File: src/rtl/light_dance_sequencer_pkg.sv
// Shared types and constants for the LightDance sequencer.
package light_dance_pkg;

  typedef enum logic [1:0] {
    ST_IDLE = 2'd0,
    ST_LOAD = 2'd1,
    ST_RUN  = 2'd2,
    ST_DONE = 2'd3
  } ld_state_e;

  localparam logic [1:0] DIN_ZERO   = 2'b00;
  localparam logic [1:0] DIN_ONE    = 2'b01;
  localparam logic [1:0] DIN_TOGGLE = 2'b10;
  localparam logic [1:0] DIN_EXT    = 2'b11;

endpackage

File: src/rtl/light_dance_sequencer_if.sv
// Control/status bundle between the system controller, the sequencer and the LightDance register.
interface light_dance_sequencer_if #(
  parameter int STEP_W = 8,
  parameter int DIV_W  = 16
);
  logic              start;
  logic              abort;
  logic              pause;
  logic [7:0]        seed;
  logic [STEP_W-1:0] step_count;
  logic [DIV_W-1:0]  div;
  logic [1:0]        din_mode;
  logic              ext_din;
  logic [7:0]        ld_qdata;
  logic              ld_load;
  logic [7:0]        ld_pdata;
  logic              ld_din;
  logic              busy;
  logic              done;
  logic [STEP_W-1:0] steps_done;

  modport master (
    output start, abort, pause, seed, step_count, div, din_mode, ext_din, ld_qdata,
    input  ld_load, ld_pdata, ld_din, busy, done, steps_done
  );

  modport slave (
    input  start, abort, pause, seed, step_count, div, din_mode, ext_din, ld_qdata,
    output ld_load, ld_pdata, ld_din, busy, done, steps_done
  );
endinterface

File: src/rtl/light_dance_tick_div.sv
// Rate divider: counts 0..term_i while enabled and flags the terminal cycle.
module light_dance_tick_div #(
  parameter int DIV_W = 16
) (
  input  logic             clk,
  input  logic             arst,
  input  logic             clr_i,
  input  logic             en_i,
  input  logic [DIV_W-1:0] term_i,
  output logic             tick_o
);

  logic [DIV_W-1:0] cnt_q, cnt_d;

  assign tick_o = en_i && (cnt_q == term_i);

  always_comb begin
    cnt_d = cnt_q;
    if (clr_i)       cnt_d = '0;
    else if (tick_o) cnt_d = '0;
    else if (en_i)   cnt_d = cnt_q + 1'b1;
  end

  always_ff @(posedge clk) begin
    if (arst) cnt_q <= '0;
    else      cnt_q <= cnt_d;
  end

endmodule

File: src/rtl/light_dance_sequencer.sv
// Seeds the LightDance register, then releases it for step_count shifts at a divided rate.
//   state | meaning
//   IDLE  | holding register, waiting for start
//   LOAD  | one cycle driving the captured seed into the register
//   RUN   | dividing the clock, releasing one shift per tick
//   DONE  | one-cycle completion pulse
module light_dance_sequencer
  import light_dance_pkg::*;
#(
  parameter int STEP_W = 8,
  parameter int DIV_W  = 16
) (
  input logic clk,
  input logic arst,
  light_dance_sequencer_if.slave bus
);

  ld_state_e         state_q;
  logic [7:0]        seed_q;
  logic [STEP_W-1:0] step_count_q;
  logic [DIV_W-1:0]  div_q;
  logic [1:0]        din_mode_q;
  logic [STEP_W-1:0] steps_q;
  logic [STEP_W-1:0] steps_inc;
  logic              tog_q;
  logic              busy_q;
  logic              done_q;
  logic              tick;
  logic              div_en;

  assign div_en    = (state_q == ST_RUN) && !bus.pause && !bus.abort;
  assign steps_inc = steps_q + 1'b1;

  light_dance_tick_div #(.DIV_W(DIV_W)) u_div (
    .clk    (clk),
    .arst   (arst),
    .clr_i  (state_q == ST_LOAD),
    .en_i   (div_en),
    .term_i (div_q),
    .tick_o (tick)
  );

  always_ff @(posedge clk) begin
    if (arst) begin
      state_q      <= ST_IDLE;
      seed_q       <= '0;
      step_count_q <= '0;
      div_q        <= '0;
      din_mode_q   <= '0;
      steps_q      <= '0;
      tog_q        <= 1'b0;
      busy_q       <= 1'b0;
      done_q       <= 1'b0;
    end else begin
      done_q <= 1'b0;
      case (state_q)
        ST_IDLE: begin
          if (bus.start && !bus.abort) begin
            seed_q       <= bus.seed;
            step_count_q <= bus.step_count;
            div_q        <= bus.div;
            din_mode_q   <= bus.din_mode;
            busy_q       <= 1'b1;
            state_q      <= ST_LOAD;
          end
        end
        ST_LOAD: begin
          steps_q <= '0;
          tog_q   <= 1'b0;
          if (bus.abort) begin
            busy_q  <= 1'b0;
            state_q <= ST_IDLE;
          end else if (step_count_q == '0) begin
            busy_q  <= 1'b0;
            done_q  <= 1'b1;
            state_q <= ST_DONE;
          end else begin
            state_q <= ST_RUN;
          end
        end
        ST_RUN: begin
          if (bus.abort) begin
            busy_q  <= 1'b0;
            state_q <= ST_IDLE;
          end else if (tick) begin
            steps_q <= steps_inc;
            tog_q   <= ~tog_q;
            if (steps_inc == step_count_q) begin
              busy_q  <= 1'b0;
              done_q  <= 1'b1;
              state_q <= ST_DONE;
            end
          end
        end
        ST_DONE: state_q <= ST_IDLE;
        default: state_q <= ST_IDLE;
      endcase
    end
  end

  // Only a RUN tick lets the register shift; otherwise it reloads its own value.
  assign bus.ld_load    = !tick;
  assign bus.ld_pdata   = (state_q == ST_LOAD) ? seed_q : bus.ld_qdata;
  assign bus.busy       = busy_q;
  assign bus.done       = done_q;
  assign bus.steps_done = steps_q;

  always_comb begin
    bus.ld_din = 1'b0;
    case (din_mode_q)
      DIN_ZERO:   bus.ld_din = 1'b0;
      DIN_ONE:    bus.ld_din = 1'b1;
      DIN_TOGGLE: bus.ld_din = tog_q;
      DIN_EXT:    bus.ld_din = bus.ext_din;
      default:    bus.ld_din = 1'b0;
    endcase
  end

endmodule
File: src/flat_wrapper.sv
// flat-port wrapper written by rule: the top's interface ports become plain ports
module light_dance_sequencer_flat import light_dance_pkg::*;
#(
  parameter int STEP_W = 8,
  parameter int DIV_W  = 16
)
  (clk, arst, bus_start, bus_abort, bus_pause, bus_seed, bus_step_count, bus_div, bus_din_mode, bus_ext_din, bus_ld_qdata, bus_ld_load, bus_ld_pdata, bus_ld_din, bus_busy, bus_done, bus_steps_done);
  light_dance_sequencer_if #(.STEP_W(STEP_W), .DIV_W(DIV_W)) bus_i ();
  input logic clk;
  input logic arst;
  input wire logic [$bits(bus_i.start)-1:0] bus_start;
  input wire logic [$bits(bus_i.abort)-1:0] bus_abort;
  input wire logic [$bits(bus_i.pause)-1:0] bus_pause;
  input wire logic [$bits(bus_i.seed)-1:0] bus_seed;
  input wire logic [$bits(bus_i.step_count)-1:0] bus_step_count;
  input wire logic [$bits(bus_i.div)-1:0] bus_div;
  input wire logic [$bits(bus_i.din_mode)-1:0] bus_din_mode;
  input wire logic [$bits(bus_i.ext_din)-1:0] bus_ext_din;
  input wire logic [$bits(bus_i.ld_qdata)-1:0] bus_ld_qdata;
  output wire logic [$bits(bus_i.ld_load)-1:0] bus_ld_load;
  output wire logic [$bits(bus_i.ld_pdata)-1:0] bus_ld_pdata;
  output wire logic [$bits(bus_i.ld_din)-1:0] bus_ld_din;
  output wire logic [$bits(bus_i.busy)-1:0] bus_busy;
  output wire logic [$bits(bus_i.done)-1:0] bus_done;
  output wire logic [$bits(bus_i.steps_done)-1:0] bus_steps_done;
  assign bus_i.start = bus_start;
  assign bus_i.abort = bus_abort;
  assign bus_i.pause = bus_pause;
  assign bus_i.seed = bus_seed;
  assign bus_i.step_count = bus_step_count;
  assign bus_i.div = bus_div;
  assign bus_i.din_mode = bus_din_mode;
  assign bus_i.ext_din = bus_ext_din;
  assign bus_i.ld_qdata = bus_ld_qdata;
  assign bus_ld_load = bus_i.ld_load;
  assign bus_ld_pdata = bus_i.ld_pdata;
  assign bus_ld_din = bus_i.ld_din;
  assign bus_busy = bus_i.busy;
  assign bus_done = bus_i.done;
  assign bus_steps_done = bus_i.steps_done;
  light_dance_sequencer #(.STEP_W(STEP_W), .DIV_W(DIV_W)) u_core (.clk(clk), .arst(arst), .bus(bus_i));
endmodule
File: config.mk
export PLATFORM = sky130hd
export DESIGN_NAME = light_dance_sequencer_flat
export DESIGN_NICKNAME = d
export VERILOG_FILES = /design/src/rtl/light_dance_sequencer_pkg.sv /design/src/rtl/light_dance_sequencer_if.sv /design/src/rtl/light_dance_tick_div.sv /design/src/rtl/light_dance_sequencer.sv /design/src/flat_wrapper.sv
export SDC_FILE = /design/constraint.sdc
export NUM_CORES = 1
export LEC_CHECK = 0
export BUFFER_PORTS_ARGS = -buffer_cell sky130_fd_sc_hd__buf_2
export CAP_MARGIN = 20
export CORE_MARGIN = 2
export CORE_UTILIZATION = 54
export DETAILED_ROUTE_END_ITERATION = 7
export PLACE_DENSITY = 0.79
export SYNTH_ARGS = -nofsm -noshare
export SYNTH_HDL_FRONTEND = slang
export SYNTH_HIERARCHICAL = 1
export SYNTH_SLANG_ARGS = --single-unit
File: constraint.sdc
create_clock -name clk -period 3.3 [get_ports clk]
set_input_delay 0.99 -clock clk [delete_from_list [all_inputs] [get_ports clk]]
set_output_delay 0.99 -clock clk [all_outputs]
set_load 0.1 [all_outputs]
==> results_dict.tcl <==
set metrics [dict create \
    hpwlAfterDp_mm 4.97 \
    timing_worst_slew_pin_value_ps 732 \
    comb_power_share_pct 19.8 \
    worst_ep_required_time_ps 2310 \
    synth.ff_latch_count 63 \
    via_count_of_the_first_global_routing_pass 2548 \
    setup.worst_path.end_class "output port" \
    postSynth.topFlopCell "sky130_fd_sc_hd__dfxtp_1" \
    die_height_um 79.5 \
    synth_xor_xnor_area_share_pct 12.0 \
    synth.largest_area_cell "sky130_fd_sc_hd__dfxtp_1" \
    grt_pass1_wl_mm 11.4 \
    pin_count 68 \
    global_route.peak_usage_layer "met2" \
    post-route-min-period_ps 3130 \
    antennaDiodeCount 0 \
    outcome "finished clean" \
    achievable-frequency_ghz 0.319 \
    detailed_router_iteration_count_before_antenna_repair 6 \
    hold_end "u_core/seed_q[0]" \
    seq_area_frac_synth_pct 41.0 \
    ctsRootBufferMaster "sky130_fd_sc_hd__clkbuf_8" \
    vias 2758 \
    yosys.area_share.adder_pct 2.03 \
    summed_instance_area_of_the_synthesized_netlist_mm2 0.00308 \
    synth_compound_gate_area_share_pct 13.8 \
    totalPowerFinal_mw 1.82 \
    basic_gate_share_of_the_synthesized_area_counting_and_or_nand_and_nor_cells_pct 24.5 \
    holdCritPathClass "reg -> reg" \
    hold_sp "u_core/seed_q[0]" \
    drv_slew 0 \
    cts_inserted_buffers 9 \
    floorplan.core_area_mm2 0.00551 \
    final_layout_size_suffix_gt1_share_pct 24.8 \
    netlist-cell-type-count 45 \
    syn_inst 377 \
    setup_viol 0 \
    viasPerCell 5.27 \
    grt_util_met1_pct 31.3 \
    clock_tree.buffer_depth 2 \
    grt.met2_usage_pct 36.5 \
    worst-endpoint-arrival_ps 2140 \
    maxcap_violations 0 \
    fin_skew_ps 9.35 \
    wl_per_cell_um 13.4 \
    layout.nets 499 \
    grt_util_met3_pct 5.09 \
    switching_power_mw 0.555 \
    io_buffers 67 \
    clock_tree.htree_level_count 3 \
    relative_slew_slack_pct 51.2 \
    std_cell_rows 27 \
    internal_power_summed_over_all_cells_mw 1.26 \
    post-route-period-util_pct 94.8 \
    ff2ff_path_depth 7 \
    setup_slack_of_the_most_critical_reg_to_reg_path_ps 780 \
    clk-insertion-delay-late_ps 330 \
    number_of_endpoints_with_negative_hold_slack_in_the_final_report 0 \
    power.static_leakage_nw 1.50 \
    tritoncts "built" \
    r2r-end "u_core/bus.busy" \
    startpoint_class_of_the_critical_path "flip-flop" \
    proportion_of_synthesized_area_in_mux_cells_pct 3.25 \
    worstSetupPathType "reg -> out" \
    ys_async_sr_fraction_pct 0 \
    gp_routability_congestion 0.871 \
    synth.top_cell.area_share_pct 41.0 \
    final_antenna_net_count 0 \
    grt_max_degree 40 \
    dominant_combinational_cell_family_by_area_after_synthesis "simple AND/OR/NAND/NOR gates" \
    power.sequential.fraction_pct 44.5 \
    cell_area_after_placement_mm2 0.00350 \
    drc 0 \
    clock_power_share_pct 35.7 \
    worstReg2RegStart "u_core/bus.steps_done[0]" \
    number_of_antenna_violations_at_the_first_check_in_global_routing 0 \
    design.die.area_mm2 0.00632 \
    syn_area_per_cell_um2 8.16 \
    starting_density_of_the_core_pct 55.9 \
    layout_common_cells "sky130_fd_sc_hd__nand2_1 (82), sky130_fd_sc_hd__buf_2 (66), sky130_fd_sc_hd__dfxtp_1 (63), sky130_fd_sc_hd__a21oi_1 (48), sky130_fd_sc_hd__nor2_1 (38)" \
    clk_pin_slew_worst_paths_ps 70 \
    most_common_cell_after_layout_fill_and_taps_aside "sky130_fd_sc_hd__nand2_1" \
    grt_overflow_total 0 \
    swShare_pct 30.5 \
    die_width_um 79.5 \
    wl_mm 7.00 \
    syn2layout_area_growth_pct 20.1 \
    layout.cell_area.non_filler_mm2 0.00370 \
    power_density_mw_per_mm2 492 \
    peakVddDrop_mv 0.312 \
    min_path_cells 2 \
    gr-usage-all-layers_pct 23.1 \
    synth_enable_flop_cells 0 \
    clock_sink_count 63 \
    critPathMaxFanout 5 \
    synth_warnings 6 \
    dr.first_iter.drc_count 205 \
    ys_top_cells_by_area "sky130_fd_sc_hd__dfxtp_1 (41%), sky130_fd_sc_hd__nand2_1 (10%), sky130_fd_sc_hd__a21oi_1 (7.8%)" \
    synth_nets 430 \
]
-- logic make-up (layout without fill, tap and decap cells) --
| family | after synthesis | in the layout |
|---|---|---|
| AO/OA/AOI/OAI | 69 | 69 |
| XOR/XNOR | 42 | 42 |
| adder cells (fa/ha/maj) | 5 | 5 |
| buffers and inverters | 24 | 98 |
| flip-flops | 63 | 63 |
| multiplexers | 9 | 9 |
| AND/OR/NAND/NOR | 165 | 165 |
-- power by group through the flow --
stage | registers [mW] | logic, mW | clock network (mW)
CTS | 0.809 | 0.360 | 0.662
global placement | 0.825 | 0.353 | 0
finish | 0.809 | 0.361 | 0.650
detailed placement | 0.826 | 0.359 | 0
global route | 0.812 | 0.387 | 0.698
floorplan | 0.838 | 0.264 | 0
-- flip-flops by register name, indices dropped and copies added, names as in the netlist --
signal                 count
u_core/bus.busy            1
u_core/tog_q               1
u_core/u_div/cnt_q        16
u_core/state_q             2
u_core/seed_q              8
u_core/bus.done            1
u_core/bus.steps_done      8
u_core/div_q              16
u_core/step_count_q        8
u_core/din_mode_q          2
-- metal layers --
metal  wire length [um]  vias up  part of all wire (%)
met1               3280     1240                    47
met5                  0        -                     0
met3                451        4                   6.4
met2               3210      105                    46
met4                 51        0                  0.73
li1                   -     1409                     -
-- worst max-delay path: stages (launching register included) --
cell                       delay [ps]
sky130_fd_sc_hd__dfxtp_1          360
sky130_fd_sc_hd__xor2_1           180
sky130_fd_sc_hd__nor4_1           290
sky130_fd_sc_hd__nand2_1          200
sky130_fd_sc_hd__nor4_2           400
sky130_fd_sc_hd__inv_2             90
sky130_fd_sc_hd__clkbuf_4         290
-- repair_timing --
| item | CTS | global route |
|---|---|---|
| hold buffers | 0 | 0 |
| resized for setup | 0 | 2 |
| setup endpoints to repair | 0 | 1 |
| setup buffers | 0 | 0 |
-- how the worst max path moves through the flow --
stage,startpoint,to,depth (start not counted)
floorplan,bus_abort,bus_ld_load,4
global placement,bus_abort,bus_ld_load,6
detailed placement,bus_abort,bus_ld_load,6
CTS,u_core/u_div/cnt_q[3],bus_ld_load,6
global route,u_core/u_div/cnt_q[5],bus_ld_load,6
finish,u_core/u_div/cnt_q[3],bus_ld_load,6
-- synth_stat cells (all sizes together) (4+ instances only) --
cell type / n
a21oi: 48
clkbuf: 12
dfxtp: 63
ha: 5
inv: 10
mux2: 8
nand2: 82
nand3: 9
nand4: 5
nor2: 39
nor3: 4
nor4: 6
o21ai: 10
or3: 4
xnor2: 24
xor2: 18
-- per-stage QoR --
| stage | TNS [ps] | worst slack [ps] | utilization [%] | hold slack, ps | std cells |
|---|---|---|---|---|---|
| global placement | 0 | 194 | 63.5 | 442 | 507 |
| global route | -20.4 | -20.4 | 67.1 | 478 | 523 |
| CTS | 0 | 74.6 | 67.0 | 459 | 523 |
| finish | 0 | 170 | 67.1 | 462 | 523 |
| detailed placement | 0 | 145 | 63.5 | 450 | 507 |
| floorplan | 0 | 130 | - | 433 | 377 |
-- final cells by class --
type	instances	area [um^2]
clock buffers	13	149
clock inverters	3	42.5
fillers	472	1810
inverters	10	37.5
multi-input cells	290	1730
flip-flops and latches	63	1260
well taps	72	90.1
repair buffers	72	388
Note: power is estimated with default switching activity, not from simulation.
